<file path="config.mk">
export PLATFORM = sky130hd
export DESIGN_NAME = acc_ctrl_fsm_flat
export DESIGN_NICKNAME = d
export VERILOG_FILES = /design/src/rtl/acc_ctrl_pkg.sv /design/src/rtl/acc_ctrl_fsm_if.sv /design/src/rtl/acc_ctrl_fsm.sv /design/src/flat_wrapper.sv
export SDC_FILE = /design/constraint.sdc
export NUM_CORES = 1
export LEC_CHECK = 0
export CAP_MARGIN = 20
export CORE_MARGIN = 8
export CORE_UTILIZATION = 25
export DETAILED_ROUTE_END_ITERATION = 10
export PLACE_DENSITY = 0.44
export SYNTH_ARGS = -nofsm -noshare
export SYNTH_HDL_FRONTEND = slang
export SYNTH_SLANG_ARGS = --single-unit
</file>
<file path="constraint.sdc">
create_clock -name clk -period 4.6 [get_ports clk]
set_input_delay 0.92 -clock clk [delete_from_list [all_inputs] [get_ports clk]]
set_output_delay 0.92 -clock clk [all_outputs]
set_load 0.01 [all_outputs]
</file>
<file path="src/rtl/acc_ctrl_pkg.sv">
// rtl/acc_ctrl_pkg.sv - opcode, ALU and state encodings for the accumulator CPU controller
// Contents:
//   OP_*      instruction opcodes carried in IR[15:8]
//   ALU_*     alu_op encodings driven towards the datapath ALU
//   state_t   controller state encoding (ST_PAUSE only with ACC_CTRL_SINGLE_STEP_EN)
//   needs_operand / alu_code  opcode classification helpers
package acc_ctrl_pkg;

    localparam logic [7:0] OP_NOP   = 8'h00;
    localparam logic [7:0] OP_LOAD  = 8'h01;
    localparam logic [7:0] OP_STORE = 8'h02;
    localparam logic [7:0] OP_ADD   = 8'h03;
    localparam logic [7:0] OP_SUB   = 8'h04;
    localparam logic [7:0] OP_JMP   = 8'h05;
    localparam logic [7:0] OP_JGEZ  = 8'h06;
    localparam logic [7:0] OP_HALT  = 8'h07;
    localparam logic [7:0] OP_AND   = 8'h08;
    localparam logic [7:0] OP_OR    = 8'h09;

    localparam logic [2:0] ALU_PASS_B = 3'b000;
    localparam logic [2:0] ALU_ADD    = 3'b001;
    localparam logic [2:0] ALU_SUB    = 3'b010;
    localparam logic [2:0] ALU_AND    = 3'b011;
    localparam logic [2:0] ALU_OR     = 3'b100;

    typedef enum logic [3:0] {
        ST_RST_IDLE,
        ST_FETCH_A,
        ST_FETCH_M,
        ST_DECODE,
        ST_OPR_A,
        ST_OPR_M,
        ST_EXEC,
        ST_STORE_M,
        ST_HALT
`ifdef ACC_CTRL_SINGLE_STEP_EN
        , ST_PAUSE
`endif
    } state_t;

    // Instructions that fetch (or write) a memory operand at IR[7:0].
    function automatic logic needs_operand(input logic [7:0] op);
        case (op)
            OP_LOAD, OP_STORE, OP_ADD, OP_SUB, OP_AND, OP_OR: return 1'b1;
            default:                                          return 1'b0;
        endcase
    endfunction

    function automatic logic [2:0] alu_code(input logic [7:0] op);
        case (op)
            OP_ADD:  return ALU_ADD;
            OP_SUB:  return ALU_SUB;
            OP_AND:  return ALU_AND;
            OP_OR:   return ALU_OR;
            default: return ALU_PASS_B;
        endcase
    endfunction

endpackage

</file>
<file path="src/rtl/acc_ctrl_fsm_if.sv">
// rtl/acc_ctrl_fsm_if.sv - controller <-> IR/memory/datapath signal bundle
// Modports:
//   slave   controller side: samples ir_opcode/acc_sign/mem_ack, drives all strobes
//   master  environment side: drives ir_opcode/acc_sign/mem_ack, observes strobes
interface acc_ctrl_fsm_if #(
    parameter int OPC_W = 8,
    parameter int CNT_W = 16
);
    logic [OPC_W-1:0] ir_opcode;
    logic             acc_sign;
    logic             mem_ack;
    logic             mar_sel_pc;
    logic             mar_load;
    logic             mem_rd;
    logic             mem_wr;
    logic             ir_load;
    logic             pc_inc;
    logic             pc_load;
    logic [2:0]       alu_op;
    logic             acc_alu_io_rw;
    logic             halted;
    logic [CNT_W-1:0] instr_retired;

    modport slave (
        input  ir_opcode, acc_sign, mem_ack,
        output mar_sel_pc, mar_load, mem_rd, mem_wr, ir_load, pc_inc, pc_load,
               alu_op, acc_alu_io_rw, halted, instr_retired
    );

    modport master (
        output ir_opcode, acc_sign, mem_ack,
        input  mar_sel_pc, mar_load, mem_rd, mem_wr, ir_load, pc_inc, pc_load,
               alu_op, acc_alu_io_rw, halted, instr_retired
    );
endinterface

</file>
<file path="src/rtl/acc_ctrl_fsm.sv">
// rtl/acc_ctrl_fsm.sv - multi-cycle fetch/decode/execute controller for the accumulator CPU
// Ports:
//   clk, rst_n   clock (rising edge), asynchronous active-low reset
//   step         single-step advance, only with ACC_CTRL_SINGLE_STEP_EN defined
//   bus          acc_ctrl_fsm_if.slave: ir_opcode/acc_sign/mem_ack in;
//                MAR/PC/IR/memory/ALU/ACC strobes, halted, instr_retired out
// Outputs are decoded from the state register (plus the opcode latched in DECODE),
// so reset clears every strobe asynchronously and mem_ack never reaches an output
// combinationally.
module acc_ctrl_fsm
    import acc_ctrl_pkg::*;
#(
    parameter int OPC_W = 8,
    parameter int CNT_W = 16
) (
    input  logic clk,
    input  logic rst_n,
`ifdef ACC_CTRL_SINGLE_STEP_EN
    input  logic step,
`endif
    acc_ctrl_fsm_if.slave bus
);

`ifdef ACC_CTRL_SINGLE_STEP_EN
    localparam state_t ST_NEXT_FETCH = ST_PAUSE;
`else
    localparam state_t ST_NEXT_FETCH = ST_FETCH_A;
`endif
    localparam logic [CNT_W-1:0] CNT_ONE = {{(CNT_W-1){1'b0}}, 1'b1};

    state_t           state;
    logic [OPC_W-1:0] opc_q;
    logic [CNT_W-1:0] retired_q;
    logic [7:0]       dec_opc;
    logic [7:0]       lat_opc;

    // DECODE acts on the live IR; later states only see the latched copy.
    assign dec_opc = 8'(bus.ir_opcode);
    assign lat_opc = 8'(opc_q);

    always_ff @(posedge clk or negedge rst_n) begin
        if (!rst_n) begin
            state     <= ST_RST_IDLE;
            opc_q     <= '0;
            retired_q <= '0;
        end else begin
            case (state)
                ST_RST_IDLE: state <= ST_NEXT_FETCH;
                ST_FETCH_A:  state <= ST_FETCH_M;
                ST_FETCH_M:  if (bus.mem_ack) state <= ST_DECODE;
                ST_DECODE: begin
                    opc_q <= bus.ir_opcode;
                    if (needs_operand(dec_opc)) begin
                        state <= ST_OPR_A;
                    end else begin
                        // JMP/JGEZ/NOP/undefined finish here; HALT retires on entry.
                        state     <= (dec_opc == OP_HALT) ? ST_HALT : ST_NEXT_FETCH;
                        retired_q <= retired_q + CNT_ONE;
                    end
                end
                ST_OPR_A:    state <= (lat_opc == OP_STORE) ? ST_STORE_M : ST_OPR_M;
                ST_OPR_M:    if (bus.mem_ack) state <= ST_EXEC;
                ST_EXEC: begin
                    state     <= ST_NEXT_FETCH;
                    retired_q <= retired_q + CNT_ONE;
                end
                ST_STORE_M: begin
                    if (bus.mem_ack) begin
                        state     <= ST_NEXT_FETCH;
                        retired_q <= retired_q + CNT_ONE;
                    end
                end
                ST_HALT:     state <= ST_HALT;
`ifdef ACC_CTRL_SINGLE_STEP_EN
                ST_PAUSE:    if (step) state <= ST_FETCH_A;
`endif
                default:     state <= ST_RST_IDLE;
            endcase
        end
    end

    always_comb begin
        bus.mar_sel_pc    = 1'b0;
        bus.mar_load      = 1'b0;
        bus.mem_rd        = 1'b0;
        bus.mem_wr        = 1'b0;
        bus.ir_load       = 1'b0;
        bus.pc_inc        = 1'b0;
        bus.pc_load       = 1'b0;
        bus.alu_op        = ALU_PASS_B;
        bus.acc_alu_io_rw = 1'b0;
        bus.halted        = 1'b0;
        case (state)
            ST_FETCH_A: begin
                bus.mar_sel_pc = 1'b1;
                bus.mar_load   = 1'b1;
            end
            ST_FETCH_M: bus.mem_rd = 1'b1;
            ST_DECODE: begin
                bus.ir_load = 1'b1;
                bus.pc_inc  = 1'b1;
                if (dec_opc == OP_JMP)  bus.pc_load = 1'b1;
                if (dec_opc == OP_JGEZ) bus.pc_load = !bus.acc_sign;
            end
            ST_OPR_A:   bus.mar_load = 1'b1;
            ST_OPR_M:   bus.mem_rd   = 1'b1;
            ST_EXEC: begin
                bus.alu_op        = alu_code(lat_opc);
                bus.acc_alu_io_rw = 1'b1;
            end
            ST_STORE_M: bus.mem_wr = 1'b1;
            ST_HALT:    bus.halted = 1'b1;
            default: ;
        endcase
    end

    assign bus.instr_retired = retired_q;

endmodule

</file>
<file path="src/flat_wrapper.sv">
// flat-port wrapper written by rule: the top's interface ports become plain ports
module acc_ctrl_fsm_flat import acc_ctrl_pkg::*;
#(
    parameter int OPC_W = 8,
    parameter int CNT_W = 16
)
  (clk, rst_n, bus_ir_opcode, bus_acc_sign, bus_mem_ack, bus_mar_sel_pc, bus_mar_load, bus_mem_rd, bus_mem_wr, bus_ir_load, bus_pc_inc, bus_pc_load, bus_alu_op, bus_acc_alu_io_rw, bus_halted, bus_instr_retired);
  acc_ctrl_fsm_if #(.OPC_W(OPC_W), .CNT_W(CNT_W)) bus_i ();
  input  logic clk;
  input  logic rst_n;
  input wire logic [$bits(bus_i.ir_opcode)-1:0] bus_ir_opcode;
  input wire logic [$bits(bus_i.acc_sign)-1:0] bus_acc_sign;
  input wire logic [$bits(bus_i.mem_ack)-1:0] bus_mem_ack;
  output wire logic [$bits(bus_i.mar_sel_pc)-1:0] bus_mar_sel_pc;
  output wire logic [$bits(bus_i.mar_load)-1:0] bus_mar_load;
  output wire logic [$bits(bus_i.mem_rd)-1:0] bus_mem_rd;
  output wire logic [$bits(bus_i.mem_wr)-1:0] bus_mem_wr;
  output wire logic [$bits(bus_i.ir_load)-1:0] bus_ir_load;
  output wire logic [$bits(bus_i.pc_inc)-1:0] bus_pc_inc;
  output wire logic [$bits(bus_i.pc_load)-1:0] bus_pc_load;
  output wire logic [$bits(bus_i.alu_op)-1:0] bus_alu_op;
  output wire logic [$bits(bus_i.acc_alu_io_rw)-1:0] bus_acc_alu_io_rw;
  output wire logic [$bits(bus_i.halted)-1:0] bus_halted;
  output wire logic [$bits(bus_i.instr_retired)-1:0] bus_instr_retired;
  assign bus_i.ir_opcode = bus_ir_opcode;
  assign bus_i.acc_sign = bus_acc_sign;
  assign bus_i.mem_ack = bus_mem_ack;
  assign bus_mar_sel_pc = bus_i.mar_sel_pc;
  assign bus_mar_load = bus_i.mar_load;
  assign bus_mem_rd = bus_i.mem_rd;
  assign bus_mem_wr = bus_i.mem_wr;
  assign bus_ir_load = bus_i.ir_load;
  assign bus_pc_inc = bus_i.pc_inc;
  assign bus_pc_load = bus_i.pc_load;
  assign bus_alu_op = bus_i.alu_op;
  assign bus_acc_alu_io_rw = bus_i.acc_alu_io_rw;
  assign bus_halted = bus_i.halted;
  assign bus_instr_retired = bus_i.instr_retired;
  acc_ctrl_fsm #(.OPC_W(OPC_W), .CNT_W(CNT_W)) u_core (.clk(clk), .rst_n(rst_n), .bus(bus_i));
endmodule
</file>
[Word level (Yosys, flattened, before mapping)]
Index checks and enable logic that the tools add are counted.
Word-level totals
  memory bits (writable): 0
  latch bits: 0
  memory bits (read-only): 0
  memories: 0
  flip-flop bits (word level): 28
  output and inout port bits: 28
Cells by class
  shift-type cells: 0
  reductions and logical operators: 9
  add/sub/neg operators: 1
  order comparisons: 0
  bitwise gates (word level): 0
  equal/unequal tests: 26
  divide/modulo/power cells: 0
  $mul: 0
  muxes and demuxes: 24
Operators with widths (number)
  $pmux 16 s3: 1
  $eq 8x3->1 const B: 5
  $eq 8x2->1 const B: 4
  $eq 8x4->1 const B: 4
  $mux 16: 2
  $pmux 4 s8: 1
  $mux 4: 5
  $add 16x1->16 const B: 1
  $eq 4x3->1 const B: 4
  $mux 1: 12
  $pmux 3 s4: 1
  $eq 4x2->1 const B: 2
  $eq 8x1->1 const B: 1
  $ne 2x2->1 const B: 4
  $reduce_and 3->1: 2
  $reduce_or 2->1: 3
  $reduce_or 6->1: 1
  $eq 4x1->1 const B: 1
  $eq 4x4->1 const B: 1
  $logic_not 4->1: 1
  $mux 3: 1
  $reduce_bool 3->1: 1
  $mux 2: 1
  $logic_not 1->1: 1

[Logic depth before layout (Yosys ltp)]
Gate-level depths: netlist of run 1.
  depth in word-level cells: 6
  depth in mapped cells: 7

[Worst setup path after synthesis of run 1]
OpenSTA, ideal clock, no wires.
  path type: input -> output
  from: input port bus_ir_opcode[5]
  to: output port bus_pc_load
  cell stages on the path: 3
  slack: 1.965 ns
  data required time: 3.680 ns
  arrival: 1.715 ns
  cells stage by stage: nor4_1 -> nand4b_1 -> nor2_1
Between the ends
  cells in the longest elaborated chain, start to end: 4
  elaborated cells on any way between the ends: 5
  those cells by class: eq/ne (2); mux (3)
Ends and longest elaborated chain
  start, declared: line flat_wrapper.sv:11  | input wire logic [$bits(bus_i.ir_opcode)-1:0] bus_ir_opcode;
  $eq 8x3->1: line acc_ctrl_fsm.sv:102  | if (dec_opc == OP_JMP) bus.pc_load = 1'b1;
  $mux 1: line acc_ctrl_fsm.sv:102
  $mux 1 (*): line acc_ctrl_fsm.sv:103  | if (dec_opc == OP_JGEZ) bus.pc_load = !bus.acc_sign;
  $mux 1 (*): line acc_ctrl_fsm.sv:93  | case (state)
  end, declared: line flat_wrapper.sv:20  | output wire logic [$bits(bus_i.pc_load)-1:0] bus_pc_load;
Mark *: on every way between the ends. The rest lies on a longest branch, timed or not.

[Worst setup path after layout of run 1]
Ends and elaborated chain as after synthesis.

==> summary.txt, run 1 <==
Synth
  • Yosys cell types: 38
  • Sequential cell area fraction in the yosys report: 44.1%
  • Post-Syn Nets: 173
  • Yosys top cell area share: 44.1%
  • Area leader, netlist: dfrtp_1
  • Synthesized area per cell: 9.93 um^2
  • Synth Cell Area: 1590 um^2
  • Top cells by area, synth: dfrtp_1 44%, mux2_2 5.7%, xor2_1 5.5%
  • Seq cells post-synth: 28
  • Mapped Cells: 160
  • Ys Warns: 0

Floorplan
  • Die area: 9160 um^2
  • Core ar.: 6240 um^2
  • IO Pins: 40
  • Initial core utilization: 25.5%
  • Row cnt: 29
  • Die width: 95.7 um
  • Die Ht: 95.7 um

Job
  • Max-cap violation count: 0

CTS
  • Clock root buffer: clkbuf_8
  • Total CTS buffers: 3
  • Max clock buf depth: 2
  • Clock latency at the later pin of the worst-skew pair: 0.27 ns
  • Number of gates resized after cts: 0
  • H-tree depth: 1
  • Clock slew at reported path FFs: 0.09 ns
  • Setup bufs post-CTS: 0
  • CTS sink cnt: 28
  • Post-CTS Hold Fix Bufs: 0
  • CTS tree: built

Global route
  • Initial antenna violation count: 0
  • First-pass GRT wire length: 6610 um
  • Vias in the first global route: 1346
  • Grt total ovfl: 0
  • Largest net degree at the start of global routing: 29
  • Total track usage: 9.11%

Final layout
  • Area growth syn-to-layout: 29.1%
  • Fillcell total: 659
  • Final core occ: 32.9%
  • Final nets: 208
  • Diode count: 0
  • Fin area: 2050 um^2
  • Layout cells sized above 1: 8.81%

Placement
  • GPL Wtd Cong: 0.760
  • Hpwl dp: 2990 um
  • Dpl cell area: 2010 um^2
  • Port Buffers: 39
  • Setup slack after placement: 0.801 ns

Hold path
  • Min-delay worst type: flop to flop

Detailed routing
  • Starting DRT DRC Count: 56
  • Drt first pass iters: 4
  • WL/cell: 14.8 um
  • Drt drc: 0
  • WL final: 3990 um
  • Routed Antenna Nets: 0
  • Via count: 1321
  • Vias per Instance: 4.89

Power
  • Max VDD drop: 0.263 mV
  • Overall Power: 1.09 mW
  • Static leakage: 0.806 nW
  • Power density over cell area: 533 nW/um^2

STA
  • Tmin final: 3.82 ns
  • Crit share post-route: 83.1%
  • Hold Violations, Final: 0
  • Final setup violating endpoints: 0
  • Unrepaired setup endpoints after global routing: false
  • Clock Skew: 0.00627 ns
  • Max frequency: 262 MHz
  • Slew Limit Fails: 0
  • Setup TNS: 0 ns
  • Setup ws final: 0.777 ns
  • Worst-margin pin slew: 0.902 ns
  • Rel. slew slack: 39.7%

Critical path
  • Crit. End Element: primary output
  • Critical path type: primary input to primary output
  • CP max FO: 4
  • Req. time, crit path: 3.68 ns
  • Crit path DAT: 2.90 ns
  • Critical Path Source Type: primary input

Status
  • Status: finished clean
## metrics by stage
step | hold slack (ns) | cells
after floorplan | 0.481 | 160
after global placement | 0.466 | 267
after detailed placement | 0.470 | 267
after CTS | 0.487 | 270
after global routing | 0.501 | 270
final | 0.477 | 270
## synth_stat cells
cell type / number
dfrtp_1: 28
nand2_1: 15
nor4_1: 12
xor2_1: 10
nor2_1: 9
mux2_2: 8
nand3_1: 8
nor3_1: 8
xnor2_1: 8
inv_1: 6
a21oi_1: 5
nand4_1: 5
buf_4: 3
buf_6: 3
clkbuf_1: 3
a211oi_1: 2
and3_1: 2
nor2b_1: 2
nor4_2: 2
o21ai_0: 2
or3_1: 2
a2111oi_4: 1
a21bo_1: 1
a21boi_0: 1
a21o_1: 1
a31oi_1: 1
and4b_1: 1
and4bb_2: 1
buf_2: 1
ha_1: 1
mux2i_1: 1
nand2b_1: 1
nand4b_1: 1
nor2_2: 1
nor3b_1: 1
nor4b_1: 1
o21bai_1: 1
o31ai_1: 1
## worst max-delay path, stage by stage
cell             delay [ns]
clkdlybuf4s50_1        0.42
nor4_1                 0.68
nand4b_1               0.21
nor2_1                 0.14
clkdlybuf4s50_1        0.54
## power breakdown
group | switching [mW] | internal, mW
combinational | 0.230 | 0.274
clock | 0.0736 | 0.0588
sequential | 0.123 | 0.334
## cells in the final DEF (no fill, tap or decap), drive strengths merged, types with 2 or more instances in the layout
master,instances
mux2,8
o21ai,2
xor2,10
inv,6
nand3,8
xnor2,8
a21oi,5
and3,2
or3,2
dfrtp,28
nor3,8
nand4,5
clkbuf,3
a211oi,2
nor4,14
nand2,15
nor2,10
clkdlybuf4s50,39
nor2b,2
## worst paths after layout
kind                                                          startpoint                                       end  slack (ns)  cells after the start
max in group asynchronous                                          rst_n  u_core.bus.instr_retired[13]$_DFFE_PN0P_        3.31                      2
worst min-delay path            u_core.bus.instr_retired[15]$_DFFE_PN0P_  u_core.bus.instr_retired[15]$_DFFE_PN0P_        0.48                      1
worst max register to register               u_core.state[0]$_DFFE_PN0P_  u_core.bus.instr_retired[15]$_DFFE_PN0P_        2.02                      5
worst max-delay path                                    bus_ir_opcode[5]                               bus_pc_load        0.78                      5
worst min register to register  u_core.bus.instr_retired[15]$_DFFE_PN0P_  u_core.bus.instr_retired[15]$_DFFE_PN0P_        0.48                      1
min in group asynchronous                                          rst_n             u_core.lat_opc[6]$_DFFE_PN0P_        1.02                      2
## cell families after synthesis
kind of cell	count (synthesis)	share of synthesized area (%)
muxes	9	6.30
xor gates and xnor gates	18	9.92
buffers and inverters	16	5.98
AOI/OAI and AO/OA	16	7.80
adders and majority gates	1	0.787
DFF	28	44.1
and+or+nand+nor	72	25.1
## state kept, by name, indices dropped and copies added, names as in the netlist
| register | cells |
|---|---|
| u_core.bus.instr_retired | 16 |
| u_core.lat_opc | 8 |
| u_core.state | 4 |
## final cells by class
| class | count | area [um^2] | area share, % |
|---|---|---|---|
| clock buffers | 3 | 41.3 | 2.01 |
| well taps | 77 | 96.3 | 4.70 |
| inverters | 6 | 22.5 | 1.10 |
| flip-flops and latches | 28 | 701 | 34.1 |
| multi-input cells | 116 | 793 | 38.7 |
| repair buffers | 40 | 398 | 19.4 |
## metal layers
layer | GRT usage (%) | share of wire [%] | wire length, um
met2 | 15.0 | 47 | 1890
met5 | 0 | 0 | 0
met1 | 11.6 | 46 | 1850
met4 | 3.07 | 1.5 | 58
met3 | 1.72 | 4.8 | 190
(Power assumes the default switching activity.)
==> run 2, diff against run 1 <==
--- a/config.mk
+++ b/config.mk
@@ -9,7 +9,7 @@
 export CORE_MARGIN = 8
 export CORE_UTILIZATION = 25
 export DETAILED_ROUTE_END_ITERATION = 10
-export PLACE_DENSITY = 0.44
+export PLACE_DENSITY = 0.46
 export SYNTH_ARGS = -nofsm -noshare
 export SYNTH_HDL_FRONTEND = slang
 export SYNTH_SLANG_ARGS = --single-unit
==> constraint.sdc (replaced) <==
create_clock -name clk -period 3.1 [get_ports clk]
set_input_delay 0.62 -clock clk [delete_from_list [all_inputs] [get_ports clk]]
set_output_delay 0.62 -clock clk [all_outputs]
set_load 0.01 [all_outputs]
==> summary.txt, run 2 (synthesized netlist as in run 1, its figures left out) <==
Critical path
  • CP bufs+invs: 2 (unchanged)
  • CP max FO: 2 (-2)
  • R2r setup slk: 0.88 ns (-1.14 ns)
  • RR Startpoint: u_core.state[0]$_DFFE_PN0P_
  • Critical Path Source Type: primary input
  • R2r endpoint: u_core.bus.instr_retired[10]$_DFFE_PN0P_
  • Most common cell on crit path: clkdlybuf4s50_1
  • Crit-path max cell delay: 0.55 ns (-0.13 ns)
  • CP delay by family, top: buffers and inverters
  • Crit. End Element: primary output
  • Crit path DAT: 2.28 ns (-0.62 ns)
  • Worst path cell trace: clkdlybuf4s50_1, nor4_1, nand4b_1, nor2_1, clkdlybuf4s50_1
  • Critical path type: primary input to primary output
  • Instance count on the critical path: 5 (unchanged)
  • Crit path capture: bus_pc_load
  • Worst reg2reg path depth: 6 (+1)
  • Setup crit start: bus_ir_opcode[4]
  • Req. time, crit path: 2.48 ns (-1.20 ns)
  • CP max-delay cell: clkdlybuf4s50_1

Final layout
  • Area occupied by multi-input gates: 800 um^2 (+0.79%)
  • Final core occ: 33.9% (+1.0 points)
  • Layout cells sized above 1: 12.5% (+3.7 points)
  • Most common cell after layout, fill and taps aside: clkdlybuf4s50_1
  • Final cell count without fillers: 277 (+2.6%)
  • Final nets: 214 (+2.9%)
  • Register area: 701 um^2 (unchanged)
  • Fillcell total: 664 (+0.76%)
  • Area growth syn-to-layout: 33.2%
  • Largest register FFs: 16 (unchanged)
  • Diode count: 0 (unchanged)
  • Most frequent cells in the layout: 39 x clkdlybuf4s50_1, 28 x dfrtp_1, 15 x nand2_1

Detailed routing
  • Via count: 1290 (-2.3%)
  • Starting DRT DRC Count: 25 (-55%)
  • Drt drc: 0 (unchanged)
  • WL/cell: 14.4 um (-2.3%)
  • Routed Antenna Nets: 0 (unchanged)
  • Drt first pass iters: 3 (-1)
  • Vias per Instance: 4.66 (-4.8%)
  • WL final: 4000 um (+0.25%)

CTS
  • Clock root buffer: clkbuf_8
  • CTS tree: built
  • Total CTS buffers: 3 (unchanged)
  • H-tree depth: 1 (unchanged)
  • Clock slew at reported path FFs: 0.09 ns (about the same)
  • Setup bufs post-CTS: 0 (unchanged)
  • Clock latency at the later pin of the worst-skew pair: 0.27 ns (about the same)
  • CTS sink cnt: 28 (unchanged)
  • Max clock buf depth: 2 (unchanged)

STA
  • Max frequency: 345 MHz
  • Slew Limit Fails: 0 (unchanged)
  • Tmin final: 2.90 ns
  • Crit share post-route: 93.5%
  • Rel. slew slack: 69.8% (+30 points)
  • Worst-margin pin slew: 0.452 ns (-0.449 ns)
  • Setup TNS: 0 ns (unchanged)
  • Unrepaired setup endpoints after global routing: false
  • Hold Violations, Final: 0 (unchanged)
  • Clock Skew: 0.00336 ns (-0.00291 ns)
  • Final setup violating endpoints: 0 (unchanged)

Global route
  • Vias in the first global route: 1341 (-0.37%)
  • Largest net degree at the start of global routing: 29 (unchanged)
  • Grt total ovfl: 0 (unchanged)
  • Total track usage: 9.26% (+0.15 points)
  • First-pass GRT wire length: 6680 um (+1.0%)
  • Initial antenna violation count: 0 (unchanged)

Hold path
  • Worst hold path depth: 1 (unchanged)
  • Hold Startpoint: u_core.bus.instr_retired[15]$_DFFE_PN0P_
  • Min-delay worst type: flop to flop

Power
  • Overall Power: 1.69 mW (+55%)
  • Max VDD drop: 0.394 mV (+50%)
  • Static leakage: 0.844 nW (+4.7%)
  • Power density over cell area: 799 nW/um^2 (+50%)

Floorplan
  • Core ar.: 6240 um^2 (unchanged)
  • Die Ht: 95.7 um (unchanged)
  • IO Pins: 40 (unchanged)
  • Initial core utilization: 25.5% (unchanged)
  • Die width: 95.7 um (unchanged)
  • Row cnt: 29 (unchanged)
  • Die area: 9160 um^2 (unchanged)

Placement
  • Port Buffers: 39 (unchanged)
  • Dpl cells: 273 (+2.2%)
  • Hpwl dp: 3010 um (+0.85%)
  • GPL Wtd Cong: 0.720 (-5.3%)

Status
  • Status: finished clean

Job
  • Max-cap violation count: 0 (unchanged)
## run 2: cell types whose count changed in the layout (fill, tap and decap cells not counted)
| cell | previous run | this run |
|---|---|---|
| clkbuf_8 | 3 | 4 |
| buf_4 | 1 | 7 |
| nor4_2 | 2 | 3 |
| nor4_1 | 12 | 11 |
## run 2: timing repair
action / in CTS / in global routing
setup endpoints to repair: 0 / 1
hold buffers: 0 / 0
gates resized for setup: 0 / 1
## run 2: area by class of cell
type,count,area share [%]
tap,77,4.55
clock buffer,4,2.60
sequential,28,33.1
multi-input combinational,116,37.8
timing repair buffer,46,20.9
inverter,6,1.06
## run 2: worst reg2reg max path, stage by stage (launching register included)
cell and delay [ns]:
dfrtp_1 0.56, and4bb_2 0.33, buf_4 0.19, and4b_1 0.22, a21bo_1 0.31, nor4_1 0.37, xor2_1 0.17
## run 2: routing by layer
layer / vias up / wire (um) / global-route usage, %
li1: 652 / - / -
met1: 617 / 1910 / 11.8
met2: 17 / 1890 / 15.1
met3: 4 / 146 / 2.26
met4: 0 / 51 / 2.82
met5: - / 0 / 0
## run 2: worst min path at each step
stage / endpoint / slack, ns
global route: u_core.bus.instr_retired[15]$_DFFE_PN0P_ / 0.49
global placement: u_core.bus.instr_retired[15]$_DFFE_PN0P_ / 0.46
CTS: u_core.bus.instr_retired[15]$_DFFE_PN0P_ / 0.48
floorplan: u_core.bus.instr_retired[0]$_DFFE_PN0P_ / 0.32
detailed placement: u_core.bus.instr_retired[15]$_DFFE_PN0P_ / 0.47
finish: u_core.bus.instr_retired[15]$_DFFE_PN0P_ / 0.48
## run 2: stage by stage
step	setup WS [ns]	hold slack [ns]	cell area [um^2]
floorplan	0.902	0.324	1590
global placement	0.213	0.460	2060
detailed placement	0.201	0.469	2060
CTS	0.168	0.483	2110
global route	0.0811	0.489	2120
finish	0.201	0.478	2120
## run 2: power by group
part / internal [mW] / switching (mW) / total [mW]
registers: 0.496 / 0.193 / 0.689
logic: 0.430 / 0.346 / 0.776
clock network: 0.114 / 0.114 / 0.228
==> run 3, diff against run 2 <==
--- a/config.mk
+++ b/config.mk
@@ -9,7 +9,8 @@
 export CORE_MARGIN = 8
 export CORE_UTILIZATION = 25
 export DETAILED_ROUTE_END_ITERATION = 10
-export PLACE_DENSITY = 0.46
+export PLACE_DENSITY_LB_ADDON = 0.08
+export SKIP_LAST_GASP = 1
 export SYNTH_ARGS = -nofsm -noshare
 export SYNTH_HDL_FRONTEND = slang
 export SYNTH_SLANG_ARGS = --single-unit
==> summary.txt, run 3 (synthesized netlist as in run 1, its figures left out) <==
Status
  • Status: finished clean

Detailed routing
  • Via count: 1295 (+0.39%)
  • Vias per Instance: 4.69 (+0.75%)
  • Drt drc: 0 (unchanged)
  • WL final: 3930 um (-1.7%)
  • Drt first pass iters: 4 (+1)
  • Routed Antenna Nets: 0 (unchanged)
  • Max Used Layer: met4
  • Starting DRT DRC Count: 59 (+140%)
  • WL/cell: 14.2 um (-1.4%)
  • Routed wl met3: 142 um (-2.7%)
  • M1 WL: 1850 um (-3.2%)
  • WL met2: 1920 um (+1.2%)

Floorplan
  • IO Pins: 40 (unchanged)
  • Row cnt: 29 (unchanged)
  • Die width: 95.7 um (unchanged)
  • Die Ht: 95.7 um (unchanged)
  • Core ar.: 6240 um^2 (unchanged)
  • Initial core utilization: 25.5% (unchanged)
  • Die area: 9160 um^2 (unchanged)

Final layout
  • Fillcell total: 673 (+1.4%)
  • Layout cells sized above 1: 11.6% (-0.94 points)
  • Register area: 701 um^2 (unchanged)
  • Fin area: 2100 um^2 (-0.65%)
  • Final cell count without fillers: 276 (-0.36%)
  • Final core occ: 33.7% (-0.22 points)
  • Final nets: 213 (-0.47%)
  • Most frequent cells in the layout: 39 x clkdlybuf4s50_1, 28 x dfrtp_1, 15 x nand2_1
  • Most common cell after layout, fill and taps aside: clkdlybuf4s50_1
  • Area occupied by multi-input gates: 793 um^2 (-0.78%)
  • Largest register FFs: 16 (unchanged)
  • Area growth syn-to-layout: 32.4%
  • Diode count: 0 (unchanged)

Critical path
  • Worst reg2reg path depth: 5 (-1)
  • Critical path type: primary input to primary output
  • Req. time, crit path: 2.48 ns (about the same)
  • Crit-path max cell delay: 0.54 ns (about the same)
  • Most common cell on crit path: clkdlybuf4s50_1
  • CP max-delay cell: clkdlybuf4s50_1
  • Crit path DAT: 2.27 ns (about the same)
  • CP max FO: 2 (unchanged)
  • Critical Path Source Type: primary input
  • RR Startpoint: u_core.state[2]$_DFFE_PN0P_
  • Crit path capture: bus_pc_load
  • R2r endpoint: u_core.bus.instr_retired[10]$_DFFE_PN0P_
  • Setup crit start: bus_ir_opcode[4]
  • Worst path cell trace: clkdlybuf4s50_1, nor4_1, nand4b_1, nor2_1, clkdlybuf4s50_1
  • Crit. End Element: primary output
  • R2r setup slk: 0.88 ns (about the same)

STA
  • Rel. slew slack: 69.3% (-0.58 points)
  • Crit share post-route: 93.1% (-0.43 points)
  • Worst-margin pin slew: 0.457 ns (+0.00455 ns)
  • Max frequency: 347 MHz (+0.46%)
  • Tmin final: 2.89 ns (-0.0132 ns)
  • Final setup violating endpoints: 0 (unchanged)
  • Setup TNS: 0 ns (unchanged)
  • Clock Skew: 0.00895 ns (+0.00560 ns)
  • Hold WS: 0.473 ns (-0.00520 ns)
  • Slew Limit Fails: 0 (unchanged)
  • Hold Violations, Final: 0 (unchanged)
  • Setup ws final: 0.214 ns (+0.0132 ns)
  • Unrepaired setup endpoints after global routing: false

Power
  • Power density over cell area: 795 nW/um^2 (-0.52%)
  • Max VDD drop: 0.265 mV (-33%)
  • Overall Power: 1.67 mW (-1.2%)
  • Static leakage: 0.839 nW (-0.63%)

CTS
  • Post-CTS Hold Fix Bufs: 0 (unchanged)
  • Clock root buffer: clkbuf_8
  • CTS sink cnt: 28 (unchanged)
  • Total CTS buffers: 3 (unchanged)
  • Number of gates resized after cts: 0 (unchanged)
  • H-tree depth: 1 (unchanged)
  • Clock latency at the later pin of the worst-skew pair: 0.27 ns (about the same)
  • Clock slew at reported path FFs: 0.10 ns (about the same)
  • CTS tree: built
  • Setup bufs post-CTS: 0 (unchanged)
  • Max clock buf depth: 2 (unchanged)

Global route
  • First-pass GRT wire length: 6450 um (-3.4%)
  • Initial antenna violation count: 0 (unchanged)
  • Total track usage: 8.85% (-0.41 points)
  • Grt total ovfl: 0 (unchanged)
  • Largest net degree at the start of global routing: 29 (unchanged)
  • Vias in the first global route: 1311 (-2.2%)

Hold path
  • Min-delay worst type: flop to flop

Placement
  • Setup slack after placement: 0.179 ns (-0.0217 ns)
  • Port Buffers: 39 (unchanged)
  • Dpl cell area: 2050 um^2 (-0.37%)
  • Hpwl dp: 3010 um (-0.15%)
  • Dpl cells: 272 (-0.37%)
  • GPL Wtd Cong: 0.744 (+3.3%)

Job
  • Max-cap violation count: 0 (unchanged)
[run 3: changes by cell type in the layout (fill, tap and decap cells not counted)]
| cell | before | now |
|---|---|---|
| nor4_2 | 3 | 2 |
| buf_4 | 7 | 6 |
| nor4_1 | 11 | 12 |
[run 3: how the worst min path moves through the flow]
stage / start / to / slack [ns] / depth (start not counted)
2_1_floorplan: rst_n / u_core.bus.instr_retired[0]$_DFFE_PN0P_ / 0.32 / 0
3_3_place_gp: u_core.bus.instr_retired[15]$_DFFE_PN0P_ / u_core.bus.instr_retired[15]$_DFFE_PN0P_ / 0.46 / 1
3_5_place_dp: u_core.bus.instr_retired[15]$_DFFE_PN0P_ / u_core.bus.instr_retired[15]$_DFFE_PN0P_ / 0.46 / 1
4_1_cts: u_core.bus.instr_retired[15]$_DFFE_PN0P_ / u_core.bus.instr_retired[15]$_DFFE_PN0P_ / 0.48 / 1
5_1_grt: u_core.bus.instr_retired[15]$_DFFE_PN0P_ / u_core.bus.instr_retired[15]$_DFFE_PN0P_ / 0.48 / 1
6_report: u_core.bus.instr_retired[15]$_DFFE_PN0P_ / u_core.bus.instr_retired[15]$_DFFE_PN0P_ / 0.47 / 1
[run 3: metal layers]
layer  up-vias  GRT usage (%)
li1        647              -
met1       628           11.5
met2        18           14.3
met3         2           1.64
met4         0           3.07
met5         -              0
[run 3: area by class of cell]
class | instances | area share, %
Timing Repair Buffer | 45 | 20.7
Inverter | 6 | 1.07
Multi-Input combinational cell | 116 | 37.7
Sequential cell | 28 | 33.3
Tap cell | 77 | 4.58
Clock buffer | 4 | 2.62
[run 3: where the power goes]
group	internal (mW)	total [mW]	switching (mW)
Sequential	0.496	0.655	0.159
Clock	0.114	0.226	0.112
Combinational	0.421	0.791	0.370
Total	1.03	1.67	0.641
[run 3: worst max-delay path, delay by kind of cell]
family                 cells  cell delay [ns]
and+or+nand+nor            3             0.68
buffers and inverters      2             0.96
